[src/rtl/serial_adder_pipe.sv]
// serial_adder_pipe: WIDTH-bit add/subtract computed CHUNK bits per clock through a CHUNK-wide ripple.
// Latency: out_valid rises WIDTH/CHUNK cycles after the accepting edge; one op per N+2 cycles.
// Backpressure: in_ready only in IDLE; the result is held in DONE until out_ready is seen.
module serial_adder_pipe #(
  parameter int WIDTH = 16,
  parameter int CHUNK = 4
) (
  input  logic             clk,
  input  logic             rst_n,
  input  logic             in_valid,
  output logic             in_ready,
  input  logic [WIDTH-1:0] a,
  input  logic [WIDTH-1:0] b,
  input  logic             cin,
  input  logic             sub,
  output logic             out_valid,
  input  logic             out_ready,
  output logic [WIDTH-1:0] sum,
  output logic             cout,
  output logic             ovf
);

  localparam int N  = WIDTH / CHUNK;
  localparam int CW = (N > 1) ? $clog2(N) : 1;
  localparam logic [CW-1:0] LAST = CW'(N - 1);

  generate
    if (WIDTH < 1 || CHUNK < 1 || (WIDTH % CHUNK) != 0) begin : g_bad_cfg
      $error("serial_adder_pipe: WIDTH must be a positive multiple of CHUNK");
    end
  endgenerate

  typedef enum logic [1:0] {
    IDLE = 2'd0,
    RUN  = 2'd1,
    DONE = 2'd2
  } state_t;

  state_t           state;
  logic [CW-1:0]    cnt;
  logic [WIDTH-1:0] a_q;
  logic [WIDTH-1:0] b_q;   // already inverted for subtract
  logic             carry;

  logic [CHUNK-1:0] chunk_sum;
  logic [CHUNK:0]   chain;  // chain[i] = carry into bit i of the current chunk
  logic [WIDTH-1:0] sum_shift;

  // Handshake flags are pure decodes of the state register.
  assign in_ready  = (state == IDLE);
  assign out_valid = (state == DONE);

  // Ripple the low CHUNK bits of the remaining operands with the running carry.
  always_comb begin
    chain     = '0;
    chunk_sum = '0;
    chain[0]  = carry;
    for (int i = 0; i < CHUNK; i++) begin
      chunk_sum[i] = a_q[i] ^ b_q[i] ^ chain[i];
      chain[i+1]   = (a_q[i] & b_q[i]) | (chain[i] & (a_q[i] ^ b_q[i]));
    end
  end

  // New chunk enters at the MSB end; after N chunks the first one sits at the LSB.
  generate
    if (CHUNK == WIDTH) begin : g_single
      assign sum_shift = chunk_sum;
    end else begin : g_multi
      assign sum_shift = {chunk_sum, sum[WIDTH-1:CHUNK]};
    end
  endgenerate

  // Control FSM and datapath registers; reset discards any operation in flight.
  always_ff @(posedge clk or negedge rst_n) begin
    if (!rst_n) begin
      state <= IDLE;
      cnt   <= '0;
      a_q   <= '0;
      b_q   <= '0;
      carry <= 1'b0;
      sum   <= '0;
      cout  <= 1'b0;
      ovf   <= 1'b0;
    end else begin
      case (state)
        IDLE: begin
          if (in_valid) begin
            a_q   <= a;
            b_q   <= sub ? ~b : b;
            carry <= cin ^ sub;
            cnt   <= '0;
            state <= RUN;
          end
        end
        RUN: begin
          sum   <= sum_shift;
          a_q   <= a_q >> CHUNK;
          b_q   <= b_q >> CHUNK;
          carry <= chain[CHUNK];
          cnt   <= cnt + 1'b1;
          if (cnt == LAST) begin
            // Final chunk holds the word MSB: overflow is carry-in vs carry-out of it.
            cout  <= chain[CHUNK];
            ovf   <= chain[CHUNK] ^ chain[CHUNK-1];
            state <= DONE;
          end
        end
        DONE: begin
          if (out_ready) begin
            state <= IDLE;
          end
        end
        default: state <= IDLE;
      endcase
    end
  end

endmodule

[config.mk]
export PLATFORM = sky130hd
export DESIGN_NAME = serial_adder_pipe
export DESIGN_NICKNAME = d
export VERILOG_FILES = /design/src/rtl/serial_adder_pipe.sv
export SDC_FILE = /design/constraint.sdc
export NUM_CORES = 1
export LEC_CHECK = 0
export BUFFER_PORTS_ARGS = -buffer_cell sky130_fd_sc_hd__buf_2
export CAP_MARGIN = 0
export CORE_AREA = 2 2 77 79
export CTS_CLUSTER_DIAMETER = 100
export DETAILED_ROUTE_END_ITERATION = 6
export DIE_AREA = 0 0 79 81
export PLACE_DENSITY = 0.84
export SYNTH_ARGS = -nofsm -noshare
export SYNTH_HDL_FRONTEND = slang
export SYNTH_SLANG_ARGS = --single-unit
[constraint.sdc]
create_clock -name clk -period 3.3 [get_ports clk]
set_input_delay 0.33 -clock clk [delete_from_list [all_inputs] [get_ports clk]]
set_output_delay 0.33 -clock clk [all_outputs]
set_load 0.01 [all_outputs]
Word level (Yosys, flattened, before mapping):

Cells that the tools add are included.

* add/sub/neg operators: 1
* $mul: 0
* div/mod/pow operators: 0
* $lt $le $gt $ge: 0
* eq/ne operators: 6
* shift-type cells: 0
* muxes and demuxes: 13
* bitwise gates (word level): 23
* reduce and logical (&&, ||, !) cells: 5

Operators by type and width (number)
* $pmux W16 S2: 2
* $mux W16: 3
* $not A16 Y16: 1
* $xor A1 B1 Y1: 10
* $and A1 B1 Y1: 8
* $mux W2: 4
* $pmux W2 S3: 1
* $eq A2 B2 Y1 const B: 2
* $ne A2 B2 Y1 const B: 2
* $or A1 B1 Y1: 4
* $pmux W2 S2: 1
* $reduce_and A2 Y1: 2
* $reduce_and A3 Y1: 1
* $add A2 B1 Y2 const B: 1
* $eq A2 B1 Y1 const B: 1
* $logic_not A2 Y1: 1
* $ne A2 B1 Y1 const B: 1
* $pmux W1 S2: 1
* $reduce_bool A2 Y1: 1
* $mux W1: 1

* flip-flop bits (word level): 55
* latch bits: 0
* bits in writable memories: 0
* bits in read-only memories: 0
* input port bits: 38
* output and inout port bits: 20
* word-level logic and storage cells: 56
* memories kept: 0

Depth between registers and ports, before layout:

* depth in word-level cells: 10
* mapped depth: 9
* mapped depth without buffers: 9

Worst setup path before layout:

OpenSTA, ideal clock, no wires.

* path kind: reg-to-reg
* from: register a_q[0]
* to: register carry
* setup time: 0.124 ns
* data arrival time: 1.998 ns
* data required time: 3.176 ns
* setup slack: 1.178 ns
* stages on the path, launching flop included: 10
* buffers on the path: 0
* period minus slack after synthesis: 2.122 ns
* cells stage by stage: dfrtp_1 fa_1 inv_1 fa_1 inv_1 fa_1 inv_1 fa_1 o21ai_0 a211o_1

* cells in the longest elaborated chain, start to end: 10
* elaborated cells on any way between the ends: 11
* those cells by class: mux (1); bitwise (10)

Ends and longest elaborated chain
* start, declared: RTL line 41 `logic [WIDTH-1:0] a_q;`
* start signal, assigned: RTL line 97 `a_q <= a_q >> CHUNK;`
* $xor A1 B1 Y1: RTL line 60 `chain[i+1] = (a_q[i] & b_q[i]) | (chain[i] & (a_q[i] ^ b_q[i]));`
* $and A1 B1 Y1: RTL line 60
* $or A1 B1 Y1 (*): RTL line 60
* $and A1 B1 Y1 (*): RTL line 60
* $or A1 B1 Y1 (*): RTL line 60
* $and A1 B1 Y1 (*): RTL line 60
* $or A1 B1 Y1 (*): RTL line 60
* $and A1 B1 Y1 (*): RTL line 60
* $or A1 B1 Y1 (*): RTL line 60
* $pmux W1 S2 (*): RTL line 85 `case (state)`
* end signal, assigned: RTL line 90 `carry <= cin ^ sub;`
* end signal, assigned: RTL line 99 `carry <= chain[CHUNK];`
* end, declared: RTL line 43 `logic carry;`

Every way passes the cells marked *; elsewhere a longest branch is shown, timed or not.
A chain may end at the register's enable or synchronous reset.

Worst setup path in the final report:

Same ends and word-level chain as after synthesis.

==> metrics.cfg <==
[pwr]
clkPwrFrac_pct = 14.2
p_per_area_nw_per_um2 = 849
p_switching_mw = 1.09
seq_power_share_pct = 45.0
p_comb_share_pct = 40.9
p_leak_nw = 1.47
ir_worst_vdd_mv = 0.421
p_total_mw = 2.63
p_sw_share_pct = 41.3
internal_power_mw = 1.55

[logic_synthesis]
synth_enable_flop_cells = 0
netlist_area_um2 = 2710
yosys_warnings = 0
synth_fp_nets = 324
syn_inst = 281
synth_compound_area_share_pct = 18.8
synth_top_family_by_area = compound AO/OA/AOI/OAI gates
synth_xor_area_share_pct = 5.81
synthSimpleGateAreaFrac_pct = 15.5
ys.flop_type = dfrtp_1
ys_ff_latch = 55
syn_area_per_cell_um2 = 9.66
ys_top_cells_by_area = dfrtp_1 (51%), nand2_1 (10%), xnor2_1 (5.5%), o21ai_0 (4.1%), a22oi_1 (3.9%)
synth_fa_ha_area_share_pct = 3.41
yosysTopAreaCell = dfrtp_1
synth_mux_area_share_pct = 0.369
async_reset_ff_share_pct = 100
ys_types = 29
synth.top_cell.area_share_pct = 50.7
ys_seq_area_share_pct = 50.7

[floorplan]
boundaryPins = 58
core_um2 = 5680
die_h_um = 81
start_util_pct = 47.8
dieArea_um2 = 6400
fp.dieW_um = 79
rows = 28

[global_route]
grt_pass1_vias = 2066
grt_pass1_wl_mm = 9.42
grt.overflow.total = 0
grt_max_degree = 42
antenna_found_initial = 0
grt_use_total_pct = 18.6

[timing]
period_share_pct = 69.8
tightestPinTransition_ns = 1.08
hold_violations = 0
slew_headroom_pct = 27.7
timing.setup.tns_ns = 0
final_max_slew_viol_count = 0
post-route-min-period_ns = 2.30
max_clock_freq_mhz = 434
setup_viol_count_final = 0
fin_worst_skew_ns = 0.00544
rsz0062_at_grt = false

[clock_network]
cts.path.max_buffers = 2
clock-sinks = 55
root_buffer = clkbuf_8
cts_resized = 0
clkLatencyLatePin_ns = 0.31
cts_tree = yes
htreeDepth = 2
hold_buffers = 0
path_clk_slew_ns = 0.10
cts_buffers = 5
postCtsSetupBuffers = 0

[placed_design]
detailed_place_hpwl_mm = 3.78
gp_congestion = 0.809
portBuffers = 57

[detailed_routing]
wl_mm = 5.58
final_antenna_net_count = 0
drc = 0
routedWlPerCell_um = 13.8
via_per_inst = 5.27
drt_iter0_markers = 84
route.vias.total = 2131
first_pass_iters = 4

[setup_path]
worst_path_max_delay_cell = dfrtp_1
crit_type = flop to flop
worstPathArrival_ns = 2.51
r2r_end = carry
worst-path-buf-inv = 3
crit_fanout = 3
worst_path_most_repeated_cell = fa_1
worst_path_largest_cell_delay_ns = 0.43
end_kind = flop
crit_path_cell_trace = fa_1 -> inv_1 -> fa_1 -> inv_1 -> fa_1 -> inv_1 -> fa_1 -> o21ai_0 -> a211o_1
reg2reg_depth = 9
r2r_slack_ns = 1.0
cp.required_ns = 3.51
cp_top_family = adder cells
startpoint_type = flop
reg2reg_from = a_q[0]

[finish]
nets = 371
num-fill-cells = 520
num_antenna_cells = 0
syn2layout_area_growth_pct = 14.3
drive_gt1_share_pct = 23.1

[outcome]
status = completed

[flow_run]
max_cap_viol_count = 0

[hold_path]
hold_path.class = primary input to asynchronous set/reset pin

==> cell usage in the layout (no fill, tap or decap), drive strengths merged, types with 5 or more instances in the layout <==
cell type	count
nand2	74
buf	61
dfrtp	55
o21ai	27
xnor2	17
nor2b	16
a21oi	14
a22oi	14
inv	9
o221ai	8
clkbuf	5
==> cells by family (layout without fill, tap and decap cells) <==
kind of cell / after synthesis / after routing
XOR/XNOR: 18 / 18
buffers and inverters: 30 / 78
adder cells (fa/ha/maj): 5 / 5
AO/OA/AOI/OAI: 74 / 74
AND/OR/NAND/NOR: 98 / 98
flip-flops: 55 / 55
multiplexers: 1 / 1
==> synth_stat cells, drive strengths merged, types with 2 or more instances <==
cell      n
o32ai     2
o21ai    27
a221o     2
clkbuf   10
fa        4
o221ai    8
nand2    74
xnor2    17
a22oi    14
o211ai    2
a2bb2oi   2
buf      11
dfrtp    55
nor2      4
nor2b    16
nand2b    2
inv       9
a21oi    14
==> worst max path at each step <==
stage	startpoint	endpoint	slack [ns]	depth (start not counted)
floorplan	a_q[0]	carry	1.18	9
global placement	a_q[0]	carry	1.10	9
detailed placement	a_q[0]	carry	1.02	9
CTS	a_q[0]	sum[15]	1.0	8
global route	state[1]	a_q[4]	0.77	4
finish	a_q[0]	carry	1.0	9
==> metal layers <==
layer  vias to the layer above  track usage [%]  wire length [um]
met5                         -                0                 0
met4                         0             6.03                63
met3                         7             4.22               327
met2                        65             30.1              2570
met1                      1024             24.9              2610
li1                       1035                -                 -
==> worst reg2reg max path, delay by kind of cell, from the launching register on <==
kind            cells  cell delay, ns
compound gates      2            0.35
fa+ha+maj           4            1.21
buf+inv             3            0.22
flops               1            0.43
==> stage by stage <==
stage	std cells	hold slack [ns]	worst slack (ns)	util, %	area (um2)
after floorplan	281	0.0344	1.18	-	2710
after global placement	396	0.453	1.10	53.1	3010
after detailed placement	396	0.461	1.02	53.1	3010
after CTS	404	0.184	0.997	54.7	3100
after global routing	404	0.223	0.774	54.7	3100
final	404	0.153	0.996	54.7	3100
==> power by group through the flow <==
stage               Combinational, mW  Sequential [mW]  Clock [mW]
finish                           1.08             1.18       0.373
global route                     1.23             1.23       0.412
CTS                              1.09             1.18       0.383
detailed placement               1.08             1.20           0
global placement                 1.03             1.18           0
floorplan                       0.798             1.16           0
==> layout make-up <==
type	instances	area [um2]	area share [%]
Clock buffer	5	68.8	2.22
Sequential cell	55	1380	44.4
Tap cell	75	93.8	3.02
Timing Repair Buffer	61	315	10.2
Multi-Input combinational cell	196	1190	38.5
Clock inverter	3	20.0	0.645
Inverter	9	33.8	1.09
==> state kept, by name, indices dropped and copies added (netlist names) <==
register and count:
a_q 16, cnt 2, ovf 1, sum 16, state 2, b_q 16
cout 1, carry 1
Power figures use the tool's default switching activity.
